### config.mk
export PLATFORM = sky130hd
export DESIGN_NAME = chip74161
export DESIGN_NICKNAME = d
export VERILOG_FILES = /design/src/rtl/chip74161.sv
export SDC_FILE = /design/constraint.sdc
export NUM_CORES = 1
export LEC_CHECK = 0
export BUFFER_PORTS_ARGS = -buffer_cell sky130_fd_sc_hd__buf_4
export CORE_AREA = 2 2 39 41
export DETAILED_ROUTE_END_ITERATION = 8
export DIE_AREA = 0 0 41 43
export PLACE_DENSITY_LB_ADDON = 0.08
export SLEW_MARGIN = 10
export SYNTH_ARGS = -nofsm -noshare
export SYNTH_HDL_FRONTEND = slang
export SYNTH_SLANG_ARGS = --single-unit
### constraint.sdc
create_clock -name CP -period 1.38 [get_ports CP]
set_input_delay 0.069 -clock CP [delete_from_list [all_inputs] [get_ports CP]]
set_output_delay 0.069 -clock CP [all_outputs]
set_load 0.05 [all_outputs]
### src/rtl/chip74161.sv
// chip74161: pin-faithful 74161 4-bit synchronous binary counter
module chip74161 (
  input  logic       CP,
  input  logic       N_MR,
  input  logic       N_PE,
  input  logic       CEP,
  input  logic       CET,
  input  logic [3:0] D,
  output logic [3:0] Q,
  output logic       TC
);
  logic [3:0] q_q, q_d;
  always_comb q_d = !N_PE ? D : (CEP && CET) ? q_q + 4'd1 : q_q;
  always_ff @(posedge CP or negedge N_MR)
    if (!N_MR) q_q <= 4'h0;
    else q_q <= q_d;
  assign Q  = q_q;
  assign TC = CET && (q_q == 4'hF);
`ifdef FORMAL
  logic f_valid_q;
  logic [3:0] f_exp_q;
  always_ff @(posedge CP or negedge N_MR)
    if (!N_MR) begin
      f_valid_q <= 1'b0;
      f_exp_q <= 4'h0;
    end else begin
      f_valid_q <= 1'b1;
      f_exp_q <= q_d;
    end
  always_comb begin
    if (!N_MR) assert (q_q == 4'h0 && !TC);
    assert (TC == (CET && q_q == 4'hF));
    if (N_MR && f_valid_q) assert (q_q == f_exp_q);
  end
`endif
endmodule

==> results.tsv <==
stage	metric	value	unit
run_status	status	complete, no violations	
route	via_per_inst	3.927	
route	drtPass1Iterations	2	
die	die_x	41	um
route	drc	0	
worst_setup_path	crit_type	reg2out	
worst_setup_path	rrSetupSlack	0.32	ns
cells_and_area	areaGrowthSynthToFinish	67.24	%
route	routed_wl	538	um
worst_setup_path	reg2reg_from	Q[0]	
synthesis	synth-async-reset-ratio	1.000	
route	drtIter0Drc	1	
power_and_ir_drop	power.leakage	0.1706	nW
synthesis	synth_flop_cell	dfrtp_1	
place	dp.cells	51	
power_and_ir_drop	power_density	1182	mW/mm2
hold_path	hold_depth	2	
cts	clkTransAtPathRegs	0.04	ns
cts	cts.sinks	4	
worst_setup_path	crit_chain	ha_1 > and4_2 > buf_4	
worst_setup_path	r2r_end	Q[2]	
route	ant_nets	0	
worst_setup_path	crit_arrival	1.21	ns
worst_setup_path	crit_path_top_delay_cell	dfrtp_1	
global_routing	grt_pass1_vias	231	
route	via_count	216	
synthesis	synth_top_cell_by_area	dfrtp_1	
sta	fin_crit_sh	0.9293	
job	cap_violations	0	
cts	clock_path_buffers	2	
global_routing	antenna_found_initial	0	
hold_path	min_path_type	in2reg	
route	wl_met3	64	um
sta	hold_violations	0	
synthesis	synth-seq-cells	4	
global_routing	grt_use_total	0.08258	
cells_and_area	largest_register_ffs	4	
worst_setup_path	start_kind	flop	
worst_setup_path	crit_fanout	4	
cells_and_area	n_antenna_cell	0	
synthesis	seq_area_frac_synth	0.4598	
synthesis	syn_inst	23	
route	routedWlPerCell	9.782	um
synthesis	syn_area	217.7	um2
cts	numCtsBuffers	3	
die	fp-row-count	14	
hold_path	min_to	Q[0]	
cts	post_cts_buffers	0	
sta	setup_viol	0	
place	io_buffer_count	13	
synthesis	synth_warnings	0	
global_routing	grt_start_max_net_pins	9	
synthesis	syn_nets	33	
cts	clock_latency	0.23	ns
cts	cts_max_level	1	
hold_path	min_from	N_PE	
worst_setup_path	cp_top_family	flip-flops	
route	route.met2.wl	229	um
sta	skew	0.002058	ns
cells_and_area	drive_above_1_share	0.4615	
synthesis	netlist.area_leader.share	0.4598	
sta	rsz0062_at_grt	false	
synthesis	avgSynthCellArea	9.466	um2
worst_setup_path	max_stage_delay	0.41	ns
worst_setup_path	r2r_cells	4	
sta	tightest_slew	0.1237	ns
cells_and_area	layout.cells.non_filler	55	
sta	drv_slew	0	
die	dieArea	0.001763	mm2
synthesis	synth-edff-count	0	
sta	max_freq	0.7798	GHz
cts	cts_tree	built	
synthesis	ys_top_cells_by_area	dfrtp_1 46%, xor2_1 8.0%, a21oi_1 6.9%	
worst_setup_path	required	1.31	ns
die	initial_utilization	0.1573	
place	gp_congestion	0.6956	
route	met1Wirelength	243	um
die	core	0.001384	mm2
cts	cts_root_buf	clkbuf_4	
sta	period_needed	1.282	ns
worst_setup_path	cp_num_buf_inv	1	
sta	maxSlewHeadroom	0.9151	
worst_setup_path	cp-end-kind	output pin	
sta	fin_tns_setup	0	ns
cells_and_area	nets	51	
global_routing	overflow	0	
route	top_layer	met3	
synthesis	yosys-top-cells-count	4 x dfrtp_1, 4 x nor2_1, 3 x a21oi_1, 2 x nand3_1, 2 x xor2_1	
die	die_y	43	um
die	ioPinCount	14	
synthesis	ys_types	13	
global_routing	grt_pass1_wl	924	um
power_and_ir_drop	vdd_drop_max	0.0004147	V
==> per-stage QoR <==
stage	hold WS, ns	worst slack [ns]	instance area [um2]	utilization	total power, mW
after floorplan	-0.2266	0.03644	217.7	-	0.2360
after global placement	-0.1274	0.3408	331.6	0.2396	0.2916
after detailed placement	-0.1291	0.3152	331.6	0.2396	0.2930
after CTS	0.07385	0.08492	364.1	0.2631	0.4426
after global routing	0.09576	0.04093	364.1	0.2631	0.4610
final	0.08119	0.09762	364.1	0.2631	0.4304
==> cell type report <==
type                       instances  area [um2]
fill                             165        1020
sequential                         4       100.1
timing repair buffer              14       107.6
clock buffer                       3       22.52
multi-input combinational         18       113.9
tap                               16       20.02
==> placed cells by master, fill, tap and decap left out, types with 2 or more instances in the layout <==
master / instances
buf_4: 13
dfrtp_1: 4
nand3_1: 2
xor2_1: 2
clkbuf_4: 3
nor2_1: 4
a21oi_1: 3
==> worst max path at each step <==
stage	depth (start not counted)	slack (ns)	start	to
2_1_floorplan	2	0.04	Q[0]	TC
3_3_place_gp	3	0.34	Q[0]	TC
3_5_place_dp	4	0.32	Q[0]	Q[2]
4_1_cts	3	0.08	Q[0]	TC
5_1_grt	3	0.04	Q[0]	TC
6_report	3	0.1	Q[0]	TC
==> metal layers <==
metal	track usage	vias to the layer above
met5	0	-
met4	0.06000	0
met3	0.05236	0
met2	0.09688	10
met1	0.1039	92
li1	-	114
==> logic make-up (layout without fill, tap and decap cells) <==
family	count (synthesis)	count (layout)	synth area share
adder cells (fa/ha/maj)	1	1	0.05746
flip-flops	4	4	0.4598
AND/OR/NAND/NOR	9	9	0.2184
multiplexers	1	1	0.04598
buffers and inverters	1	17	0.01722
XOR/XNOR	2	2	0.08047
AO/OA/AOI/OAI	5	5	0.1207
==> where the power goes <==
part / switching [mW] / internal, mW / leakage [nW]
clock network: 0.0419 / 0.0969 / 0.0138
logic: 0.0890 / 0.0557 / 0.112
registers: 0.0150 / 0.132 / 0.0448
total: 0.146 / 0.284 / 0.171
==> repair_timing <==
item | CTS | global route
resized for setup | 0 | 0
setup endpoints to repair | 0 | 0
hold buffers | 1 | 0
endpoints found under the hold margin | 4 | 0
Note: power is estimated with default switching activity, not from simulation.
